`config.mk`:
```
export PLATFORM = sky130hd
export DESIGN_NAME = morse_player
export DESIGN_NICKNAME = d
export VERILOG_FILES = /design/src/rtl/morse_player.sv
export SDC_FILE = /design/constraint.sdc
export NUM_CORES = 1
export LEC_CHECK = 0
export ABC_AREA = 1
export CORE_MARGIN = 5
export CORE_UTILIZATION = 40
export CTS_CLUSTER_SIZE = 20
export DETAILED_ROUTE_END_ITERATION = 6
export PLACE_DENSITY = 0.69
export REMOVE_ABC_BUFFERS = 1
export SYNTH_ARGS = -nofsm -noshare
export SYNTH_HDL_FRONTEND = slang
export SYNTH_SLANG_ARGS = --single-unit
```
`constraint.sdc`:
```
create_clock -name clk -period 4.02 [get_ports clk]
set_clock_uncertainty 0.1 [all_clocks]
set_input_delay 0.804 -clock clk [delete_from_list [all_inputs] [get_ports clk]]
set_output_delay 0.804 -clock clk [all_outputs]
set_load 0.01 [all_outputs]
```
`src/rtl/morse_player.sv`:
```
// Morse playback sequencer: buffers encoded characters and plays them as ITU-timed tone marks.
// Optional word-space entries (push_len = 0) are enabled by defining MORSE_PLAYER_WORDSPACE_EN.
module morse_player #(
    parameter int MAX_CHARS = 8,
    parameter int UNIT_BASE = 12500000
) (
    input  logic                             clk,
    input  logic                             rst,
    input  logic                             turn_on,
    input  logic [2:0]                       speed,
    input  logic                             push_valid,
    input  logic [2:0]                       push_len,
    input  logic [4:0]                       push_code,
    output logic                             push_ready,
    input  logic                             backspace,
    input  logic                             clear,
    input  logic                             start,
    output logic                             tone,
    output logic                             busy,
    output logic [$clog2(MAX_CHARS+1)-1:0]   count,
    output logic [$clog2(MAX_CHARS)-1:0]     char_idx,
    output logic                             done
);

    localparam int CW = $clog2(MAX_CHARS + 1);
    localparam int IW = $clog2(MAX_CHARS);
    localparam logic [31:0] UNIT_L = 32'(UNIT_BASE);

    typedef enum logic [2:0] {
        S_IDLE = 3'd0,
        S_MARK = 3'd1,
        S_SGAP = 3'd2,
        S_CGAP = 3'd3,
        S_FIN  = 3'd4
    } state_t;

    logic [2:0]    r_len  [MAX_CHARS];
    logic [4:0]    r_code [MAX_CHARS];

    state_t        r_state, w_state_nxt, w_ent_state;
    logic [31:0]   r_cnt, w_cnt_nxt, w_ent_cnt;
    logic [31:0]   r_unit, w_unit_nxt, w_spd_raw, w_spd_unit, w_ent_unit;
    logic [IW-1:0] r_char_idx, w_idx_nxt, w_ent_sel;
    logic [2:0]    r_sym, w_sym_nxt, w_sym_inc, w_cur_len;
    logic [4:0]    w_cur_code;
    logic [CW-1:0] r_count, w_count_nxt, w_ent_idx;
    logic          r_tone, r_busy, r_done;
    logic          w_wr, w_len_ok, w_ent_space, w_more_chars;

    // Duration of a k-unit phase expressed as a down-counter load value.
    function automatic logic [31:0] f_span(input logic [2:0] units, input logic [31:0] unit_len);
        f_span = (32'(units) * unit_len) - 32'd1;
    endfunction

    assign w_spd_raw  = UNIT_L >> speed;
    assign w_spd_unit = (w_spd_raw == 32'd0) ? 32'd1 : w_spd_raw;

    assign push_ready = turn_on & ~r_busy & (r_count < CW'(MAX_CHARS)) & ~clear & ~backspace;

    // Entering a character happens either at start (index 0) or at the end of a character gap.
    assign w_ent_idx  = (r_state == S_CGAP) ? (CW'(r_char_idx) + {{(CW-1){1'b0}}, 1'b1}) : {CW{1'b0}};
    assign w_ent_sel  = w_ent_idx[IW-1:0];
    assign w_ent_unit = (r_state == S_CGAP) ? r_unit : w_spd_unit;

`ifdef MORSE_PLAYER_WORDSPACE_EN
    assign w_ent_space = (r_len[w_ent_sel] == 3'd0);
    assign w_len_ok    = (push_len <= 3'd5);
`else
    assign w_ent_space = 1'b0;
    assign w_len_ok    = (push_len != 3'd0) && (push_len <= 3'd5);
`endif

    assign w_cur_len    = r_len[r_char_idx];
    assign w_cur_code   = r_code[r_char_idx];
    assign w_sym_inc    = r_sym + 3'd1;
    assign w_more_chars = (CW'(r_char_idx) + {{(CW-1){1'b0}}, 1'b1}) < r_count;

    // Target phase when moving onto a new buffer entry.
    always_comb begin
        w_ent_state = S_FIN;
        w_ent_cnt   = 32'd0;
        if (w_ent_idx >= r_count) begin
            w_ent_state = S_FIN;
            w_ent_cnt   = 32'd0;
        end else if (w_ent_space) begin
            w_ent_state = S_CGAP;
            w_ent_cnt   = f_span(3'd4, w_ent_unit);
        end else begin
            w_ent_state = S_MARK;
            w_ent_cnt   = f_span(r_code[w_ent_sel][0] ? 3'd3 : 3'd1, w_ent_unit);
        end
    end

    // Next-state, command handling and timing counter.
    always_comb begin
        w_state_nxt = r_state;
        w_cnt_nxt   = r_cnt;
        w_unit_nxt  = r_unit;
        w_idx_nxt   = r_char_idx;
        w_sym_nxt   = r_sym;
        w_count_nxt = r_count;
        w_wr        = 1'b0;
        if (!turn_on) begin
            w_state_nxt = S_IDLE;
        end else begin
            case (r_state)
                S_IDLE, S_FIN: begin
                    w_state_nxt = S_IDLE;
                    if (clear) begin
                        w_count_nxt = {CW{1'b0}};
                    end else if (backspace) begin
                        if (r_count != {CW{1'b0}}) begin
                            w_count_nxt = r_count - {{(CW-1){1'b0}}, 1'b1};
                        end else begin
                            w_count_nxt = r_count;
                        end
                    end else if (start) begin
                        w_state_nxt = w_ent_state;
                        w_cnt_nxt   = w_ent_cnt;
                        w_unit_nxt  = w_spd_unit;
                        w_idx_nxt   = {IW{1'b0}};
                        w_sym_nxt   = 3'd0;
                    end else if (push_ready && push_valid && w_len_ok) begin
                        w_wr        = 1'b1;
                        w_count_nxt = r_count + {{(CW-1){1'b0}}, 1'b1};
                    end else begin
                        w_count_nxt = r_count;
                    end
                end
                S_MARK: begin
                    if (r_cnt != 32'd0) begin
                        w_cnt_nxt = r_cnt - 32'd1;
                    end else if (w_sym_inc < w_cur_len) begin
                        w_state_nxt = S_SGAP;
                        w_cnt_nxt   = f_span(3'd1, r_unit);
                    end else if (w_more_chars) begin
                        w_state_nxt = S_CGAP;
                        w_cnt_nxt   = f_span(3'd3, r_unit);
                    end else begin
                        w_state_nxt = S_FIN;
                    end
                end
                S_SGAP: begin
                    if (r_cnt != 32'd0) begin
                        w_cnt_nxt = r_cnt - 32'd1;
                    end else begin
                        w_state_nxt = S_MARK;
                        w_sym_nxt   = w_sym_inc;
                        w_cnt_nxt   = f_span(w_cur_code[w_sym_inc] ? 3'd3 : 3'd1, r_unit);
                    end
                end
                S_CGAP: begin
                    if (r_cnt != 32'd0) begin
                        w_cnt_nxt = r_cnt - 32'd1;
                    end else begin
                        w_state_nxt = w_ent_state;
                        w_cnt_nxt   = w_ent_cnt;
                        w_sym_nxt   = 3'd0;
                        if (w_ent_state != S_FIN) begin
                            w_idx_nxt = w_ent_sel;
                        end else begin
                            w_idx_nxt = r_char_idx;
                        end
                    end
                end
                default: w_state_nxt = S_IDLE;
            endcase
        end
    end

    // State, counters and registered outputs decoded from the upcoming state.
    always_ff @(posedge clk or posedge rst) begin
        if (rst) begin
            r_state    <= S_IDLE;
            r_cnt      <= 32'd0;
            r_unit     <= 32'd1;
            r_char_idx <= {IW{1'b0}};
            r_sym      <= 3'd0;
            r_count    <= {CW{1'b0}};
            r_tone     <= 1'b0;
            r_busy     <= 1'b0;
            r_done     <= 1'b0;
        end else begin
            r_state    <= w_state_nxt;
            r_cnt      <= w_cnt_nxt;
            r_unit     <= w_unit_nxt;
            r_char_idx <= w_idx_nxt;
            r_sym      <= w_sym_nxt;
            r_count    <= w_count_nxt;
            r_tone     <= (w_state_nxt == S_MARK);
            r_busy     <= (w_state_nxt == S_MARK) || (w_state_nxt == S_SGAP) || (w_state_nxt == S_CGAP);
            r_done     <= (w_state_nxt == S_FIN);
        end
    end

    // Character storage has no reset; entries above count are never read.
    always_ff @(posedge clk) begin
        if (w_wr) begin
            r_len[r_count[IW-1:0]]  <= push_len;
            r_code[r_count[IW-1:0]] <= push_code;
        end
    end

    assign tone     = r_tone;
    assign busy     = r_busy;
    assign done     = r_done;
    assign count    = r_count;
    assign char_idx = r_char_idx;

endmodule

```
==> implementation parameters <==
Parameter                              Value

Pwr
  Power per cell area    ~660 nW/um^2
  Worst vdd rail ir drop    between 0.3 and 0.4 mV
  Static leakage    9.62 nW

Place
  Cell total after placement    3,089
  Weighted congestion reported at the end of routability-driven placement    just over 1
  PortBufs    28
  Worst-case setup slack after placement    -716 ps
  Placed wire-length estimate    roughly 46,000 um

Timing
  Fin crit share    102%
  Relative slew slack    between 40 and 50%
  Maximum frequency from static timing analysis    approximately 240 MHz
  Final setup margin    -78.7 ps
  Final Max Tran Viols    0
  Final hold viol count    0
  Period minus WS final    a little over 4000 ps
  Post-Route Setup TNS    -231 ps
  Transition time of the tightest slew-check pin    801 ps
  RSZ-0062 raised after global routing    true
  Final setup violation count    9

Global route
  Tot GR Track Use    27.1%
  Initial antenna violation count    3
  Maximum number of pins on one net before global-route repair    73
  Global route overflow    0
  Number of global-route vias before repair    16.0k
  Wire length of the first global-routing pass    approximately 90,000 um

Floorplan
  Die Span X    206 um
  Die Ht    between 200 and 250 um
  Boundary pin count    29
  Standard cell core area    37,800 um^2
  Die footprint    between 40,000 and 50,000 um^2
  Initial Util    40.6%
  Number of cell rows    between 70 and 80

Critical path
  Reg-to-Reg Start    char_idx[0]
  Req. time, crit path    approximately 4300 ps
  Crit-path max FO    7
  Highest cell delay on the worst timing path    450 ps
  Slowest stage cell on the critical path    dfrtp_1
  CP Data Arrival Time    roughly 4400 ps
  Type of the setup path with the least slack    flop to flop
  Type of element capturing the critical path    flop
  Type of element launching the critical path    flop
  Depth of the worst register-to-register path    28
  Worst setup path startpoint    char_idx[0]

Drt
  1st-iter DRT viols    around 1.6k
  Detailed-route wire length per cell    about 20 um
  Routed Wire Length    approximately 62,000 um
  Routed via count    around 18k
  Post-DRT Antenna Nets    0
  Via-per-instance ratio    about 5.6
  Drt pass-1 iters    6
  Remaining design rule violation count    0

Synthesis
  Synth warn    0
  Post-synthesis cell type count    57
  Mapped Area    15,300 um^2
  Main combinational cell family by area after synthesis    simple AND/OR/NAND/NOR gates
  Portion of netlist area occupied by mux cells    0%
  Compound-Gate Fraction of Synth Area    between 10% and 20%
  Async SR Flop Fraction    52.9%
  Per-instance average area after synthesis    6.54 um^2
  Commonest register cell after synthesis    dfrtp_1
  Share of synthesized area occupied by flip-flops and latches    24.3%
  EDFF count, synth    64
  Adder-cell share of the synthesized area    ~14%
  Seq cells post-synth    roughly 140
  Post-synthesis xor/xnor area fraction    roughly 3.4%
  Gate count of the mapped netlist    between 2k and 2.5k
  Area fraction in and, or, nand and nor cells after synthesis    between 30% and 40%

Hold path
  HP Start    r_sym[1]
  Hold Path Class    flop to flop
  Cell depth of the worst min-delay path    2

Job
  Max-capacitance violation count    0

Finish
  Number of standard cells in the final layout excluding fillers    ~3.2k
  Layout cell share with drive strength beyond 1    between 20% and 30%
  Leading cell types in the layout, fill and taps excluded    nand2_1, inv_1, buf_4
  Final antenna diode count    0
  Layout overhead on the synthesized area    34.7%
  Most frequent standard cell in the layout excluding fill and tap cells    nand2_1
  NumNets Final    between 2k and 3k

Outcome
  Status    complete, but fails checks
  Violations in the final reports    setup timing

Clocking
  Clock insertion delay at the later pin of the skew report    460 ps
  TritonCTS clock tree    done
  Clock buffer depth    2
  Clock Pin Slew Worst Setup and Hold Paths    roughly 70 ps
  Clk root buf    clkbuf_16
  Count of H-tree levels built during CTS    4
  Num CTS Buffers    17
  Clk sink count    136
-- area by class of cell --
type | instances | area, um^2
Fill cell | 3520 | 17100
Multi-Input combinational cell | 1783 | 11600
Sequential cell | 136 | 3720
Timing Repair Buffer | 319 | 2710
Inverter | 371 | 1400
Tap cell | 511 | 639
Clock buffer | 20 | 457
Clock inverter | 12 | 154
-- synthesized netlist by cell type (5+ instances only) --
library cell / n / share of area, %
nand2_1: 575 / 14
inv_1: 357 / 8.7
nor2_1: 222 / 5.4
nand3_1: 182 / 5.9
o21ai_0: 171 / 5.6
ha_1: 163 / 13
a21oi_1: 157 / 5.1
dfrtp_1: 71 / 12
edfxtp_1: 64 / 13
xor2_1: 42 / 2.4
nand4_1: 37 / 1.5
clkbuf_1: 26 / 0.64
nor3_1: 26 / 0.85
nand3b_1: 22 / 1.1
buf_2: 19 / 0.62
o21ai_1: 19 / 0.62
xnor2_1: 18 / 1.0
or2_2: 15 / 0.61
nor2_2: 14 / 0.57
o211ai_1: 14 / 0.69
inv_2: 12 / 0.29
o21bai_1: 11 / 0.54
nor4_1: 10 / 0.41
a21o_1: 8 / 0.39
a21boi_0: 7 / 0.34
nand2_2: 7 / 0.29
buf_6: 6 / 0.44
o211ai_2: 6 / 0.49
o22ai_1: 6 / 0.24
a31oi_1: 5 / 0.20
-- metrics by stage --
| step | util (%) | power (mW) | hold slack (ps) | area, um^2 |
|---|---|---|---|---|
| after floorplan | - | 6.55 | 375 | 15000 |
| after global placement | 47.8 | 9.64 | 439 | 18000 |
| after detailed placement | 47.8 | 9.66 | 443 | 18000 |
| after CTS | 49.9 | 11.6 | 456 | 18800 |
| after global routing | 54.7 | 14.5 | 486 | 20600 |
| final | 54.7 | 13.6 | 449 | 20600 |
-- per-layer routing --
layer	vias up	share of wire, %	GRT usage [%]
met3	189	7.9	4.08
li1	8304	-	-
met4	6	4.3	8.25
met5	-	0.063	0
met2	764	46	44.7
met1	8276	42	36.8
-- cell families after synthesis --
kind of cell | count (synthesis)
AOI/OAI and AO/OA | 426
xor gates and xnor gates | 60
adders and majority gates | 167
buffers and inverters | 429
DFF | 136
and+or+nand+nor | 1126
-- worst max-delay path: cells and delay by family (launching register included) --
family,cells,cell delay (ps)
compound gates,3,400
fa+ha+maj,2,540
buf+inv,7,820
flops,1,450
simple gates,16,1680
-- report_power, final --
part | switching [mW] | total (mW) | internal (mW)
logic | 5.80 | 9.90 | 4.10
clock network | 0.728 | 1.70 | 0.970
registers | 0.333 | 2.03 | 1.69
total | 6.86 | 13.6 | 6.76
-- path summary, 6_finish.rpt --
| path | endpoint | slack (ps) |
|---|---|---|
| setup / recovery | r_cnt[23] | -80 |
| hold / removal | r_sym[1] | 450 |
| setup reg to reg | r_cnt[23] | -80 |
| hold reg to reg | r_sym[1] | 450 |
| max in group asynchronous | r_cnt[10] | 2730 |
| min in group asynchronous | r_sym[0] | 610 |
-- repair_timing --
action                     in CTS  in global routing
pin swaps                      11                 78
hold buffers                    0                  0
setup endpoints to repair      25                 29
cloned                          0                  9
gates resized for setup        66                347
setup buffers                   3                 19
-- state kept, by name (all words and copies together) (netlist names) --
register  count
r_code       40
r_cnt        32
r_len        24
r_unit       24
count         4
char_idx      3
r_state       3
r_sym         3
busy          1
done          1
tone          1
Note: power is estimated with default switching activity, not from simulation.
